===== config.mk =====
export PLATFORM = sky130hd
export DESIGN_NAME = id_ex_stage
export DESIGN_NICKNAME = d
export VERILOG_FILES = /design/src/rtl/id_ex_stage_pkg.sv /design/src/rtl/id_ex_stage_fwd_mux.sv /design/src/rtl/id_ex_stage.sv
export SDC_FILE = /design/constraint.sdc
export NUM_CORES = 1
export LEC_CHECK = 0
export ABC_CLOCK_PERIOD_IN_PS = 2200
export CORE_UTILIZATION = 30
export DETAILED_ROUTE_END_ITERATION = 7
export SYNTH_ARGS = -nofsm -noshare
export SYNTH_HDL_FRONTEND = slang
export SYNTH_SLANG_ARGS = --single-unit

===== constraint.sdc =====
create_clock -name clk -period 2.2 [get_ports clk]
set_input_delay 0.33 -clock clk [delete_from_list [all_inputs] [get_ports clk]]
set_output_delay 0.33 -clock clk [all_outputs]
set_load 0.03 [all_outputs]

===== src/rtl/id_ex_stage_pkg.sv =====
// Shared constants for the ID/EX stage: ALU op encodings and forward-select codes.
package id_ex_stage_pkg;

  localparam logic [2:0] ALU_AND = 3'b000;
  localparam logic [2:0] ALU_OR  = 3'b001;
  localparam logic [2:0] ALU_ADD = 3'b010;
  localparam logic [2:0] ALU_SUB = 3'b110;
  localparam logic [2:0] ALU_SLT = 3'b111;

  localparam logic [1:0] FWD_RF  = 2'b00;
  localparam logic [1:0] FWD_WB  = 2'b01;
  localparam logic [1:0] FWD_MEM = 2'b10;

endpackage


===== src/rtl/id_ex_stage_fwd_mux.sv =====
// Per-operand forwarding mux: picks EX/MEM, then MEM/WB, then the register-file value.
module fwd_mux
  import id_ex_stage_pkg::*;
#(
  parameter int WIDTH = 32,
  parameter int REGW  = 5
) (
  input  logic [REGW-1:0]  i_src,
  input  logic [WIDTH-1:0] i_rf_val,
  input  logic             i_mem_regwrite,
  input  logic [REGW-1:0]  i_mem_writereg,
  input  logic [WIDTH-1:0] i_mem_aluout,
  input  logic             i_wb_regwrite,
  input  logic [REGW-1:0]  i_wb_writereg,
  input  logic [WIDTH-1:0] i_wb_result,
  output logic [WIDTH-1:0] o_val,
  output logic [1:0]       o_sel
);

  logic w_mem_hit;
  logic w_wb_hit;

  // Register 0 is hardwired, so a write to it never supplies a forwarded value.
  assign w_mem_hit = i_mem_regwrite && (i_mem_writereg != '0) && (i_mem_writereg == i_src);
  assign w_wb_hit  = i_wb_regwrite  && (i_wb_writereg  != '0) && (i_wb_writereg  == i_src);

  always_comb begin
    o_val = i_rf_val;
    o_sel = FWD_RF;
    if (w_mem_hit) begin
      o_val = i_mem_aluout;
      o_sel = FWD_MEM;
    end else if (w_wb_hit) begin
      o_val = i_wb_result;
      o_sel = FWD_WB;
    end
  end

endmodule


===== src/rtl/id_ex_stage.sv =====
// ID/EX pipeline register with EX-side operand forwarding and load-use bubble insertion.
module id_ex_stage
  import id_ex_stage_pkg::*;
#(
  parameter int WIDTH = 32,
  parameter int REGW  = 5
) (
  input  logic             clk,
  input  logic             rst,
  input  logic             id_valid,
  input  logic [WIDTH-1:0] id_pc,
  input  logic [WIDTH-1:0] id_rd1,
  input  logic [WIDTH-1:0] id_rd2,
  input  logic [WIDTH-1:0] id_imm,
  input  logic [REGW-1:0]  id_rs,
  input  logic [REGW-1:0]  id_rt,
  input  logic [REGW-1:0]  id_rd,
  input  logic [2:0]       id_alucontrol,
  input  logic             id_alusrc,
  input  logic             id_regdst,
  input  logic             id_regwrite,
  input  logic             id_memtoreg,
  input  logic             id_memwrite,
  input  logic             id_branch,
  input  logic             stall,
  input  logic             flush,
  input  logic             mem_regwrite,
  input  logic [REGW-1:0]  mem_writereg,
  input  logic [WIDTH-1:0] mem_aluout,
  input  logic             wb_regwrite,
  input  logic [REGW-1:0]  wb_writereg,
  input  logic [WIDTH-1:0] wb_result,
  output logic [WIDTH-1:0] alu_a,
  output logic [WIDTH-1:0] alu_b,
  output logic [2:0]       alu_op,
  output logic             ex_valid,
  output logic [WIDTH-1:0] ex_writedata,
  output logic [REGW-1:0]  ex_writereg,
  output logic             ex_regwrite,
  output logic             ex_memtoreg,
  output logic             ex_memwrite,
  output logic             ex_branch,
  output logic [WIDTH-1:0] ex_pc,
  output logic [1:0]       fwd_a_sel,
  output logic [1:0]       fwd_b_sel,
  output logic             lu_stall
);

  logic             r_valid;
  logic [WIDTH-1:0] r_pc;
  logic [WIDTH-1:0] r_rd1;
  logic [WIDTH-1:0] r_rd2;
  logic [WIDTH-1:0] r_imm;
  logic [REGW-1:0]  r_rs;
  logic [REGW-1:0]  r_rt;
  logic [REGW-1:0]  r_writereg;
  logic [2:0]       r_op;
  logic             r_alusrc;
  logic             r_regwrite;
  logic             r_memtoreg;
  logic             r_memwrite;
  logic             r_branch;

  logic             w_bubble;
  logic [WIDTH-1:0] w_fwd_rs;
  logic [WIDTH-1:0] w_fwd_rt;

  // A load in EX whose destination is read by the instruction in ID cannot be forwarded in time.
  assign lu_stall = r_valid && r_memtoreg && id_valid && (r_writereg != '0) &&
                    ((r_writereg == id_rs) || (r_writereg == id_rt));

  // Flush beats stall; an invalid ID slot is captured as a bubble too.
  assign w_bubble = flush || (!stall && (lu_stall || !id_valid));

  always_ff @(posedge clk or negedge rst) begin
    if (!rst) begin
      r_valid    <= 1'b0;
      r_pc       <= '0;
      r_rd1      <= '0;
      r_rd2      <= '0;
      r_imm      <= '0;
      r_rs       <= '0;
      r_rt       <= '0;
      r_writereg <= '0;
      r_op       <= ALU_AND;
      r_alusrc   <= 1'b0;
      r_regwrite <= 1'b0;
      r_memtoreg <= 1'b0;
      r_memwrite <= 1'b0;
      r_branch   <= 1'b0;
    end else if (w_bubble) begin
      r_valid    <= 1'b0;
      r_pc       <= '0;
      r_rd1      <= '0;
      r_rd2      <= '0;
      r_imm      <= '0;
      r_rs       <= '0;
      r_rt       <= '0;
      r_writereg <= '0;
      r_op       <= ALU_AND;
      r_alusrc   <= 1'b0;
      r_regwrite <= 1'b0;
      r_memtoreg <= 1'b0;
      r_memwrite <= 1'b0;
      r_branch   <= 1'b0;
    end else if (!stall) begin
      r_valid    <= 1'b1;
      r_pc       <= id_pc;
      r_rd1      <= id_rd1;
      r_rd2      <= id_rd2;
      r_imm      <= id_imm;
      r_rs       <= id_rs;
      r_rt       <= id_rt;
      r_writereg <= id_regdst ? id_rd : id_rt;
      r_op       <= id_alucontrol;
      r_alusrc   <= id_alusrc;
      r_regwrite <= id_regwrite;
      r_memtoreg <= id_memtoreg;
      r_memwrite <= id_memwrite;
      r_branch   <= id_branch;
    end
  end

  fwd_mux #(.WIDTH(WIDTH), .REGW(REGW)) u_fwd_a (
    .i_src          (r_rs),
    .i_rf_val       (r_rd1),
    .i_mem_regwrite (mem_regwrite),
    .i_mem_writereg (mem_writereg),
    .i_mem_aluout   (mem_aluout),
    .i_wb_regwrite  (wb_regwrite),
    .i_wb_writereg  (wb_writereg),
    .i_wb_result    (wb_result),
    .o_val          (w_fwd_rs),
    .o_sel          (fwd_a_sel)
  );

  fwd_mux #(.WIDTH(WIDTH), .REGW(REGW)) u_fwd_b (
    .i_src          (r_rt),
    .i_rf_val       (r_rd2),
    .i_mem_regwrite (mem_regwrite),
    .i_mem_writereg (mem_writereg),
    .i_mem_aluout   (mem_aluout),
    .i_wb_regwrite  (wb_regwrite),
    .i_wb_writereg  (wb_writereg),
    .i_wb_result    (wb_result),
    .o_val          (w_fwd_rt),
    .o_sel          (fwd_b_sel)
  );

  assign alu_a        = w_fwd_rs;
  assign alu_b        = r_alusrc ? r_imm : w_fwd_rt;
  assign ex_writedata = w_fwd_rt;
  assign alu_op       = r_op;
  assign ex_valid     = r_valid;
  assign ex_pc        = r_pc;
  assign ex_writereg  = r_writereg;
  assign ex_regwrite  = r_valid & r_regwrite;
  assign ex_memtoreg  = r_valid & r_memtoreg;
  assign ex_memwrite  = r_valid & r_memwrite;
  assign ex_branch    = r_valid & r_branch;

endmodule


==> results.txt, run 1 <==
DRT antenna net count: 0
Largest family of logic cells by synthesized area: compound AO/OA/AOI/OAI gates
Cell Count Post-Placement: 1,473
Largest net degree at the start of global routing: 82
Crit Path Class: flop to output port
Final Setup Violations: 100
CP Max Fanout: 7
Dpl hpwl: 23,600 um
Global-route wire length before repair: 53,600 um
Die width: 164 um
Worst setup margin: -0.700 ns
Number of CTS-inserted buffers: 17
Worst setup EP type: output port
Worst VDD drop: 0.456 mV
Post-synthesis compound-gate area fraction: 0.255
Leak: 6.89 nW
Layout area overhead: 116%
Layout cells sized above 1: 0.460
Drt total wl: 36,000 um
Row count: 58
Global routing usage on met2: 0.445
Critical Path RT: 1.87 ns
RSZ-0062 raised after global routing: yes
Tot GR Track Use: 0.268
Clock Skew: 0.0154 ns
DR WL/cell: 22.8 um
Post-synthesis mux area share: 0.0941
Number of global-route vias before repair: 8,831
Sink Count: 152
Count of input and output buffers: 378
Initial antenna violation count: 5
PwrDens: 521 nW/um^2
Starting DRT DRC Count: 421
Final RePlAce weighted congestion: 0.805
Yosys Warn Count: 0
Distinct cell type count after synthesis: 37
Setup crit start: r_rt[3]
Tot Pwr: 8.82 mW
Failing checks: negative setup slack
Num ports: 379
Worst Path Arrival: 2.57 ns
DRT Pass-1 Iters: 5
Worst-case clock buffer depth: 2
Synth Register Bits: 152
Max-slew headroom: 0.720
Outcome: complete, but fails checks
Mapped Cells: 710
Syn avg cell area: 11.0 um^2
Clock root buffer: clkbuf_16
# H-tree levels: 4
Final non-filler cell total: 1,577
Synth async-reset ratio: 1.00
Startpoint types: flop
Netlist Area Pre-Place: 7830 um^2
Final hold viol count: 0
Core ar.: 25,400 um^2
Hold crit path type: input port to async pin
Drt drc: 0
Worst R2R Start: ex_writereg[2]
Sequential cell area fraction in the yosys report: 0.486
Post-Synth Simple-Gate Area: 0.0835
Met3 Use GR: 0.0630
Synth Net Count: 943
Busiest grt layer: met2
Worst-Margin Slew: 0.421 ns
CTS tree: yes
Detailed-route via count: 8,369
Synth Area in Adders: 0
Die footprint: 26,800 um^2
Post-Synth XOR/XNOR Area: 0.0335
Post-synth EDFFs: 0
Maxcap violations: 0
Die Ht: 164 um
Max-slew violation count: 0
Final worst path period share: 1.32
Initial core utilization: 0.308
Fmax: 345 MHz
Drt via density: 5.31
Clock latency on the worst-skew pair: 0.44 ns
Remaining Overflow, GRT: 0
M1 GR Usage: 0.336
Tmin final: 2.90 ns
Clk pin slew, worst setup/hold paths: 0.08 ns
Nets: 1,462
Post-synth top flop: dfrtp_1
-- report_power, final --
| part | total, mW | switching, mW | internal, mW |
|---|---|---|---|
| clock | 3.33 | 1.38 | 1.96 |
| combinational | 2.50 | 1.17 | 1.32 |
| sequential | 2.99 | 0.0928 | 2.90 |
-- final cells by class --
class,instances,area [um^2]
diodes,5,12.5
clock buffers,17,425
clock inverters,15,226
fillers,1898,8470
inverters,2,20.0
multi-input cells,477,5650
flip-flops and latches,152,3800
well taps,330,413
repair buffers,579,6380
-- logic make-up after synthesis --
logic type / Yosys count
AO/OA/AOI/OAI: 255
XOR/XNOR: 30
buffers and inverters: 81
flip-flops: 152
multiplexers: 69
AND/OR/NAND/NOR: 123
-- per-layer routing --
metal  part of all wire  vias up
met2               0.49      313
li1                   -     3828
met5            0.00036        -
met1               0.41     4164
met4              0.031        2
met3              0.066       62
-- state kept, by name, indices dropped and copies added (netlist names) --
name and cells:
alu_op 3, ex_pc 32, ex_valid 1, ex_writereg 5
r_alusrc 1, r_branch 1, r_imm 32, r_memtoreg 1
r_memwrite 1, r_rd1 32, r_rd2 32, r_regwrite 1
r_rs 5, r_rt 5
-- per-stage QoR --
| stage | TNS (ns) | instance area [um^2] | setup slack (ns) | util | hold WS, ns |
|---|---|---|---|---|---|
| global placement | -83.88 | 14100 | -1.14 | 0.554 | 0.246 |
| CTS | -55.27 | 16700 | -0.712 | 0.657 | 0.355 |
| detailed placement | -88.91 | 14100 | -1.17 | 0.554 | 0.243 |
| floorplan | -5.56 | 9110 | -0.174 | - | 0.0344 |
| global route | -62.32 | 16900 | -0.763 | 0.666 | 0.377 |
| finish | -53.77 | 16900 | -0.700 | 0.667 | 0.355 |
-- worst max-delay path, cell delays in order (launching register included) --
cell	delay [ns]
dfrtp_1	0.42
xor2_1	0.17
or3_4	0.43
buf_12	0.17
buf_12	0.15
o31ai_4	0.24
a31oi_4	0.14
mux2_4	0.29
buf_6	0.14
-- cells in the mapped netlist (2+ instances only) --
cell type  count  share of area
xor2_1         9          0.010
o31ai_1       32          0.031
clkbuf_1      43          0.021
buf_4          6         0.0057
buf_1          3         0.0014
a31oi_1       32          0.026
or2_1          2         0.0016
buf_2         24          0.015
nand3_1        4         0.0026
a22o_1       151           0.17
nor2_1        34          0.016
nand4_1       33          0.026
nand2_1        3         0.0014
xnor2_1       21          0.023
buf_6          3         0.0043
mux2i_1       32          0.041
dfrtp_1      152           0.49
nor3_1        33          0.021
and2_1         6         0.0048
or4_1          3         0.0029
mux2_2        37          0.053
a21oi_1       32          0.020
-- cells in the final DEF (no fill, tap or decap), types with 3 or more instances in the layout --
cell and count:
o31ai_4 32, nor3_2 18, mux2_4 32, nand3_1 3
clkdlybuf4s50_1 266, xnor2_1 15, mux2i_1 6, dfrtp_1 151
bufinv_16 4, a21oi_4 23, and2_1 4, xor2_1 9
a21oi_2 10, inv_8 5, nor2_2 11, xnor2_2 4
diode_2 5, mux2_2 5, buf_16 6, nand4_1 33
nor3_1 13, buf_6 134, clkinv_4 3, buf_2 4
or4_4 3, a22o_1 151, buf_4 98, clkbuf_16 17
mux2i_4 23, inv_6 5, buf_12 51, a31oi_4 31
nor2_4 13, nor2_1 10, buf_8 15, nand2_1 3
mux2i_2 3
-- path summary, 6_finish.rpt --
kind	end	slack [ns]	depth (start not counted)
setup / recovery	alu_b[15]	-0.70	8
hold / removal	r_imm[1]	0.36	2
setup reg to reg	r_rd2[26]	0.07	6
hold reg to reg	ex_pc[29]	0.50	1
max in group asynchronous	r_rd2[24]	1.21	3
min in group clk	ex_pc[22]	0.49	2
-- repair_timing --
item                       4_1_cts  5_1_grt
resized for setup              478       63
gates cloned                     8        0
setup buffers                   58        8
pin swaps                       49       62
hold endpoints to repair        28        0
setup endpoints to repair      101      226
hold buffers                     1        0
No activity file was read; power rests on OpenSTA's default activity.
==> inputs of run 2 (changes only) <==
--- a/config.mk
+++ b/config.mk
@@ -11,3 +11,4 @@
 export SYNTH_ARGS = -nofsm -noshare
 export SYNTH_HDL_FRONTEND = slang
 export SYNTH_SLANG_ARGS = --single-unit
+export TNS_END_PERCENT = 30
==> run 2 against run 1 <==
Effect of this change: the run still ends with negative setup slack left; critical path depth is 2 higher; sequential power is essentially flat; cell count shrank 3.9%; clock skew is 0.0026 ns lower; routed wire length shrank 6.4%; worst hold slack improved by 0.054 ns; register-to-register slack improved by 0.03 ns; power fell by 4.2%; die area is the same; clock power shrank 3%; setup slack better by 0.015 ns; maximum frequency is 0.52% higher; critical endpoint is now alu_b[1]; largest power group unchanged.
==> results.txt, run 2 (synthesis gave the netlist of run 1 again) <==
Count of input and output buffers: 378 (unchanged)
CP Max Fanout: 5 (-2)
Sw Share: 0.302 (+0.00219)
Core ar.: 25,400 um^2 (unchanged)
Crit Path Class: input port to output port
Final worst path period share: 1.31 (-0.00683)
Slowest CP cell: clkdlybuf4s50_1
Tot GR Track Use: 0.250 (-0.0181)
Die width: 164 um (unchanged)
Number of global-route vias before repair: 8,467 (-4.1%)
Setup WS pre-CTS: -1.21 ns (-0.0355 ns)
Clock latency on the worst-skew pair: 0.44 ns (about the same)
Number of CTS-inserted buffers: 17 (unchanged)
Startpoint types: input port
Dpl hpwl: 23,300 um (-1.0%)
Setup_tns: -50.49 ns (+3.28 ns)
Tmin final: 2.88 ns (-0.0150 ns)
Outcome: complete, but fails checks
Most frequent cells in the layout: 267 x clkdlybuf4s50_1, 151 x a22o_1, 151 x dfrtp_1, 113 x buf_4, 83 x buf_6
Drt total wl: 33,700 um (-6.4%)
Worst-Margin Slew: 0.548 ns (+0.127 ns)
Worst setup margin: -0.685 ns (+0.0150 ns)
Final RePlAce weighted congestion: 0.771 (-4.1%)
Internal power: 5.90 mW (-4.5%)
Worst Path Arrival: 2.55 ns (-0.02 ns)
Maxcap violations: 0 (unchanged)
Max-slew violation count: 0 (unchanged)
Part of the power in registers: 0.353 (+0.014)
RSZ-0062 raised after global routing: yes
Max-slew headroom: 0.635 (-0.0849)
Critical Path RT: 1.87 ns (about the same)
Worst VDD drop: 0.416 mV (-8.6%)
Fmax: 347 MHz (+0.52%)
Hold crit path type: input port to async pin
DRT Pass-1 Iters: 5 (unchanged)
Worst-case clock buffer depth: 2 (unchanged)
Worst setup EP type: output port
Cell Count Post-Placement: 1,447 (-1.8%)
Die Ht: 164 um (unchanged)
Cell family with most CP delay: buffers and inverters
Failing checks: negative setup slack
Sink Count: 152 (unchanged)
Starting DRT DRC Count: 416 (-1.2%)
CP Cell Sequence: clkdlybuf4s50_1 -> xor2_2 -> or3_4 -> buf_6 -> buf_16 -> o31ai_4 -> buf_4 -> a31oi_4 -> mux2_4 -> buf_6
Initial antenna violation count: 2 (-3)
Nets: 1,402 (-4.1%)
Drt via density: 5.28 (-0.45%)
DRT antenna net count: 0 (unchanged)
Die footprint: 26,800 um^2 (unchanged)
Most common cell after layout, fill and taps aside: clkdlybuf4s50_1
Row count: 58 (unchanged)
Layout area overhead: 95.9%
Crit-path max cell delay: 0.46 ns (+0.03 ns)
WP buf/inv: 5 (+2)
Comb pwr share: 0.266 (-0.017)
Final non-filler cell total: 1,516 (-3.9%)
Drt drc: 0 (unchanged)
Leak: 6.36 nW (-7.7%)
Initial core utilization: 0.308 (unchanged)
Final hold viol count: 0 (unchanged)
Remaining Overflow, GRT: 0 (unchanged)
DR WL/cell: 22.2 um (-2.6%)
Layout cells sized above 1: 0.382 (-0.0773)
WHS: 0.409 ns (+0.0540 ns)
Num ports: 379 (unchanged)
Final Setup Violations: 101 (+1.0%)
Detailed-route via count: 8,009 (-4.3%)
# H-tree levels: 4 (unchanged)
PwrDens: 551 nW/um^2 (+5.7%)
Clock root buffer: clkbuf_16
Clock power frac: 0.381 (+0.003)
NetSw: 2.55 mW (-3.5%)
Global-route wire length before repair: 50,200 um (-6.4%)
Largest net degree at the start of global routing: 81 (-1.2%)
Clock Skew: 0.0128 ns (-0.00263 ns)
CTS tree: yes
Clk pin slew, worst setup/hold paths: 0.08 ns (about the same)
Most used cell, CP: buf_6
[run 2: cell types whose count changed in the layout (fill, tap and decap cells not counted), sizes merged]
| cell | previous run | this run |
|---|---|---|
| bufinv | 4 | 3 |
| buf | 308 | 241 |
| clkdlybuf4s50 | 266 | 267 |
| dlygate4sd2 | 2 | 6 |
| clkdlybuf4s15 | 0 | 2 |
| inv | 10 | 9 |
| diode | 5 | 4 |
| clkinv | 3 | 5 |
[run 2: power by group through the flow]
stage / sequential (mW) / clock, mW / combinational (mW)
after floorplan: 3.07 / 0 / 0.870
after global placement: 3.03 / 0 / 2.04
after detailed placement: 3.02 / 0 / 2.05
after CTS: 2.98 / 3.28 / 2.19
after global routing: 2.99 / 3.39 / 2.37
final: 2.98 / 3.22 / 2.25
[run 2: final timing paths]
kind / startpoint / endpoint / slack, ns / cells after the start
min reg2reg: alu_op[0] / alu_op[0] / 0.50 / 1
min in group clk: id_pc[14] / ex_pc[14] / 0.49 / 2
max in group asynchronous: rst / r_alusrc / 1.05 / 3
min: rst / r_imm[7] / 0.41 / 2
max: wb_writereg[1] / alu_b[1] / -0.68 / 10
max reg2reg: ex_writereg[1] / r_rd2[8] / 0.10 / 5
[run 2: timing repair]
action | 4_1_cts | 5_1_grt
endpoints found under the setup margin | 101 | 103
resized for setup | 330 | 58
cloned | 2 | 2
hold buffers | 1 | 0
endpoints found under the hold margin | 44 | 0
pin swaps | 45 | 16
setup buffers | 27 | 1
[run 2: through the flow]
step	total power [mW]	utilization	cell area (um^2)
2_1_floorplan	3.94	-	8900
3_3_place_gp	5.07	0.539	13700
3_5_place_dp	5.07	0.539	13700
4_1_cts	8.45	0.592	15000
5_1_grt	8.75	0.604	15300
6_report	8.45	0.604	15300
[run 2: cell type report]
type,count,area (um^2)
clock inverter,15,206
multi-input combinational,477,5040
fill,2106,10000
inverter,2,12.5
sequential,152,3800
timing repair buffer,519,5430
tap,330,413
clock buffer,17,425
antenna,4,10.0
[run 2: per-layer routing]
| metal | up-vias | wire, um | global-route usage | share of wire |
|---|---|---|---|---|
| met4 | 0 | 649 | 0.0749 | 0.019 |
| met2 | 290 | 16600 | 0.415 | 0.49 |
| li1 | 3689 | - | - | - |
| met3 | 37 | 2260 | 0.0617 | 0.067 |
| met5 | - | 0 | 0 | 0 |
| met1 | 3993 | 14200 | 0.318 | 0.42 |
==> inputs of run 3 (changes only) <==
--- a/config.mk
+++ b/config.mk
@@ -6,8 +6,9 @@
 export NUM_CORES = 1
 export LEC_CHECK = 0
 export ABC_CLOCK_PERIOD_IN_PS = 2200
-export CORE_UTILIZATION = 30
+export CORE_UTILIZATION = 35
 export DETAILED_ROUTE_END_ITERATION = 7
+export PLACE_DENSITY = 0.73
 export SYNTH_ARGS = -nofsm -noshare
 export SYNTH_HDL_FRONTEND = slang
 export SYNTH_SLANG_ARGS = --single-unit
==> run 3 against run 2 <==
Effect of this change: the flow still finishes with violations (negative setup slack); core utilization is 8.9 points higher; die area fell by 14%; highest routed layer is now met5; largest cell class unchanged; clock skew is essentially flat; first-iteration DRC count fell by 15%; routed wire length shrank 0.92%; maximum frequency down 2.2%; flip-flop and latch count unchanged; non-clock buffer count is 10 higher; combinational power about the same.
==> results.txt, run 3 (synthesis gave the netlist of run 1 again) <==
Outcome: complete, but fails checks
Failing checks: negative setup slack
Final Setup Violations: 101 (unchanged)
Clock latency on the worst-skew pair: 0.42 ns (-0.02 ns)
Remaining Overflow, GRT: 0 (unchanged)
Drt via density: 5.51 (+4.4%)
Most common cell after layout, fill and taps aside: clkdlybuf4s50_1
Setup_tns: -54.51 ns (-4.01 ns)
Initial core utilization: 0.358 (+0.0494)
DRT antenna net count: 0 (unchanged)
Dpl hpwl: 22,800 um (-2.3%)
Most used cell, CP: buf_12
Max-slew headroom: 0.707 (+0.0722)
# H-tree levels: 4 (unchanged)
Max-slew violation count: 0 (unchanged)
Crit-path max cell delay: 0.46 ns (about the same)
Worst-case clock buffer depth: 2 (unchanged)
Setup WS pre-CTS: -1.20 ns (+0.00392 ns)
Nets: 1,412 (+0.71%)
Fmax: 339 MHz (-2.2%)
Clock Skew: 0.0124 ns (-0.000374 ns)
Global-route wire length before repair: 48,600 um (-3.1%)
Leak: 6.36 nW (about the same)
Number of CTS-inserted buffers: 17 (unchanged)
Largest net degree at the start of global routing: 87 (+7.4%)
RSZ-0062 raised after global routing: yes
Layout cells sized above 1: 0.377 (-0.00572)
Worst-Margin Slew: 0.440 ns (-0.108 ns)
CTS tree: yes
Row count: 54 (-6.9%)
PwrDens: 547 nW/um^2 (-0.62%)
Final worst path period share: 1.34 (+0.0289)
Utilization after layout: 0.694 (+0.0892)
Die width: 152 um (-7.3%)
Startpoint types: flop
Maxcap violations: 0 (unchanged)
Core ar.: 21,900 um^2 (-14%)
Critical Path RT: 1.87 ns (about the same)
Number of global-route vias before repair: 8,489 (+0.26%)
Tot GR Track Use: 0.287 (+0.0372)
Drt total wl: 33,400 um (-0.92%)
Initial antenna violation count: 4 (+2)
Tmin final: 2.95 ns (+0.0636 ns)
Layout area overhead: 93.8%
Worst VDD drop: 0.487 mV (+17%)
Final non-filler cell total: 1,475 (-2.7%)
Starting DRT DRC Count: 353 (-15%)
Worst setup EP type: output port
Sink Count: 152 (unchanged)
Final RePlAce weighted congestion: 0.804 (+4.3%)
DRT Pass-1 Iters: 5 (unchanged)
Count of input and output buffers: 378 (unchanged)
Most frequent cells in the layout: 267 x clkdlybuf4s50_1, 151 x a22o_1, 150 x dfrtp_1, 150 x buf_4, 50 x buf_6
# fillers: 1,628 (-23%)
Drt drc: 0 (unchanged)
Slowest CP cell: or3_4
Worst Path Arrival: 2.62 ns (+0.07 ns)
Hold crit path type: input port to async pin
Clock root buffer: clkbuf_16
DR WL/cell: 22.6 um (+1.8%)
Die footprint: 23,000 um^2 (-14%)
Detailed-route via count: 8,134 (+1.6%)
Worst setup margin: -0.748 ns (-0.0636 ns)
Cell Count Post-Placement: 1,410 (-2.6%)
Final hold viol count: 0 (unchanged)
Die Ht: 152 um (-7.3%)
Crit Path Class: flop to output port
Clk pin slew, worst setup/hold paths: 0.07 ns (about the same)
CP Max Fanout: 7 (+2)
CP Cell Sequence: xor2_1 -> or3_4 -> buf_12 -> buf_12 -> buf_4 -> o31ai_4 -> a31oi_4 -> mux2_4 -> buf_6
Num ports: 379 (unchanged)
## run 3: worst paths after layout
kind | from | end | slack, ns | depth (start not counted)
worst max-delay path | r_rt[0] | alu_b[13] | -0.75 | 9
worst min-delay path | rst | r_imm[9] | 0.38 | 2
worst max register to register | ex_writereg[1] | r_imm[23] | 0.14 | 5
worst min register to register | r_regwrite | r_regwrite | 0.50 | 1
max in group asynchronous | rst | r_alusrc | 1.10 | 3
min in group clk | r_regwrite | r_regwrite | 0.50 | 1
## run 3: timing repair
item                       in CTS  in global routing
pin swaps                      24                 17
buffers inserted               17                  7
gates resized for setup       269                 50
gates cloned                    5                  0
hold buffers                    1                  0
hold endpoints to repair       35                  0
setup endpoints to repair     101                101
## run 3: layout make-up
class | instances | area, um^2 | share of cell area
sequential | 152 | 3810 | 0.251
tap | 280 | 350 | 0.0231
inverter | 2 | 10.0 | 0.000659
timing repair buffer | 529 | 5440 | 0.358
antenna | 3 | 7.51 | 0.000494
clock buffer | 17 | 425 | 0.0280
clock inverter | 15 | 183 | 0.0120
multi-input combinational | 477 | 4960 | 0.327
## run 3: per-layer routing
layer,global-route usage,share of wire,vias to the layer above,wire [um]
li1,-,-,3699,-
met4,0.112,0.027,2,897
met5,0,0.00051,-,17
met3,0.0772,0.074,53,2490
met1,0.333,0.38,4027,12700
met2,0.502,0.52,353,17300
## run 3: critical path: cells and delay by family, from the launching register on
family          cells  cell delay, ns
xor+xnor            1            0.18
compound gates      2            0.32
buf+inv             4            0.58
mux                 1            0.28
simple gates        1            0.46
flops               1            0.39
## run 3: per-stage QoR
stage / hold WS (ns) / area [um^2] / total power, mW
2_1_floorplan: 0.0344 / 8900 / 3.94
3_3_place_gp: 0.261 / 13800 / 5.06
3_5_place_dp: 0.261 / 13800 / 5.08
4_1_cts: 0.375 / 15000 / 8.31
5_1_grt: 0.409 / 15200 / 8.59
6_report: 0.381 / 15200 / 8.31
## run 3: power breakdown
group | switching (mW) | internal [mW] | total [mW]
Combinational | 1.07 | 1.16 | 2.23
Clock | 1.36 | 1.73 | 3.09
Sequential | 0.0848 | 2.90 | 2.98
Total | 2.52 | 5.79 | 8.31
==> RTL change, RTL diff (settings of run 3) <==
Make the reset (`rst`) synchronous in one clocked block.
--- a/src/rtl/id_ex_stage.sv
+++ b/src/rtl/id_ex_stage.sv
@@ -74,3 +74,3 @@
 
-  always_ff @(posedge clk or negedge rst) begin
+  always_ff @(posedge clk) begin
     if (!rst) begin
Behaviour: differs if rst is asserted again (counterexample within 4 cycles, from zero or initial values and one cycle with rst low); with rst held inactive, the same outputs for 4 cycles.
==> RTL change against run 3 <==
The run still ends with negative setup slack left. Sequential cell count stayed put. Area after synthesis is 11% lower. Worst setup slack better by 0.26 ns. Routed wire length is 6.9% lower. Final area is 7.2% lower. Power is 13% lower. Non-clock buffer count is 52 lower. Via count is 4.9% lower. Worst hold slack better by 0.083 ns. Largest power group unchanged. Highest routed layer is now met4.
==> RTL change: results (changes against run 3) <==
\begin{tabular}{lr}
\hline
Metric & Value \\
\hline
\multicolumn{2}{l}{\textbf{Synth}} \\
\quad Commonest cells in the synthesized netlist & 152 x dfxtp\_1, 151 x a22o\_1, 64 x mux2i\_1 \\
\quad Number of distinct library cell variants in the gate-level netlist after synthesis & 28 (-24\%) \\
\quad Share of flip-flops with an asynchronous set or reset & 0 (-1.00) \\
\quad Net count of the mapped netlist & 962 (+2.0\%) \\
\quad Share of the synthesized area in compound gates (AO/OA/AOI/OAI) & 0.282 (+0.0270) \\
\multicolumn{2}{l}{\textbf{Power}} \\
\quad Power attributed to the clock group & 2.90 mW (-6\%) \\
\quad VDD IR max & 0.519 mV (+6.7\%) \\
\quad Internal Power & 5.29 mW (-8.7\%) \\
\multicolumn{2}{l}{\textbf{Final layout}} \\
\quad Multi-input gate area & 0.00480 sq mm (-3.2\%) \\
\quad Layout non-clock buf frac & 0.368 (+0.00942) \\
\quad Fraction of layout instances using a drive strength above 1 & 0.341 (-0.0354) \\
\quad Number of ordinary and repair buffers in the finished layout & 477 (-9.8\%) \\
\quad Multi-input comb cells & 475 (-0.42\%) \\
\quad Number of inserted filler cells in the final layout & 1445 (-11\%) \\
\quad Share of final layout cell area taken by clock buffers and inverters & 0.0413 (+0.00125) \\
\multicolumn{2}{l}{\textbf{Timing}} \\
\quad Total Negative Setup Slacks & -35.75 ns (+18.75 ns) \\
\quad \# setup viols final & 99 (-2.0\%) \\
\quad Hold Slack & 0.464 ns (+0.0830 ns) \\
\quad Clock skew & 0.00778 ns (-0.00464 ns) \\
\quad Worst setup margin & -0.485 ns (+0.263 ns) \\
\quad Worst-margin pin slew & 0.411 ns (-0.0285 ns) \\
\multicolumn{2}{l}{\textbf{Status}} \\
\quad Run status & complete, but fails checks \\
\quad Failing checks & negative setup slack \\
\multicolumn{2}{l}{\textbf{Global routing}} \\
\quad Antenna violations before repair & 1 (-3) \\
\quad All-layer global routing usage & 0.293 (+0.00578) \\
\multicolumn{2}{l}{\textbf{Detailed routing}} \\
\quad Drt wl/cell & 21.6 um (-4.5\%) \\
\multicolumn{2}{l}{\textbf{Worst setup path}} \\
\quad Cell family with most CP delay & simple AND/OR/NAND/NOR gates \\
\quad Largest fanout of any net on the critical path & 5 (-2) \\
\quad Worst setup path startpoint & wb\_writereg[4] \\
\quad Capture instance of the worst register-to-register path & r\_alusrc\$\_SDFFE\_PP0N\_ \\
\hline
\end{tabular}
-- RTL change: changes by cell type after synthesis, sizes merged, moves of 30 or more --
| cell | delta |
|---|---|
| dfrtp | -152 |
| dfxtp | +152 |
| nand4 | -33 |
| a221oi | +32 |
| a31oi | -32 |
| mux2 | -32 |
| mux2i | +32 |
| o31ai | -32 |
| inv | +31 |
| nand2 | +31 |
| o21ai | +30 |
-- RTL change: repair_timing --
action | 4_1_cts | 5_1_grt
gates cloned | 8 | 2
pin swaps | 32 | 43
resized for setup | 166 | 64
buffers inserted | 21 | 7
setup endpoints to repair | 100 | 104
endpoints found under the hold margin | 0 | 0
-- RTL change: per-layer routing --
metal / wire (um) / track usage / vias to the layer above
met5: 0 / 0 / -
met4: 1080 / 0.147 / 0
met3: 2450 / 0.0793 / 60
met2: 15700 / 0.516 / 340
met1: 11800 / 0.324 / 3731
li1: - / - / 3608
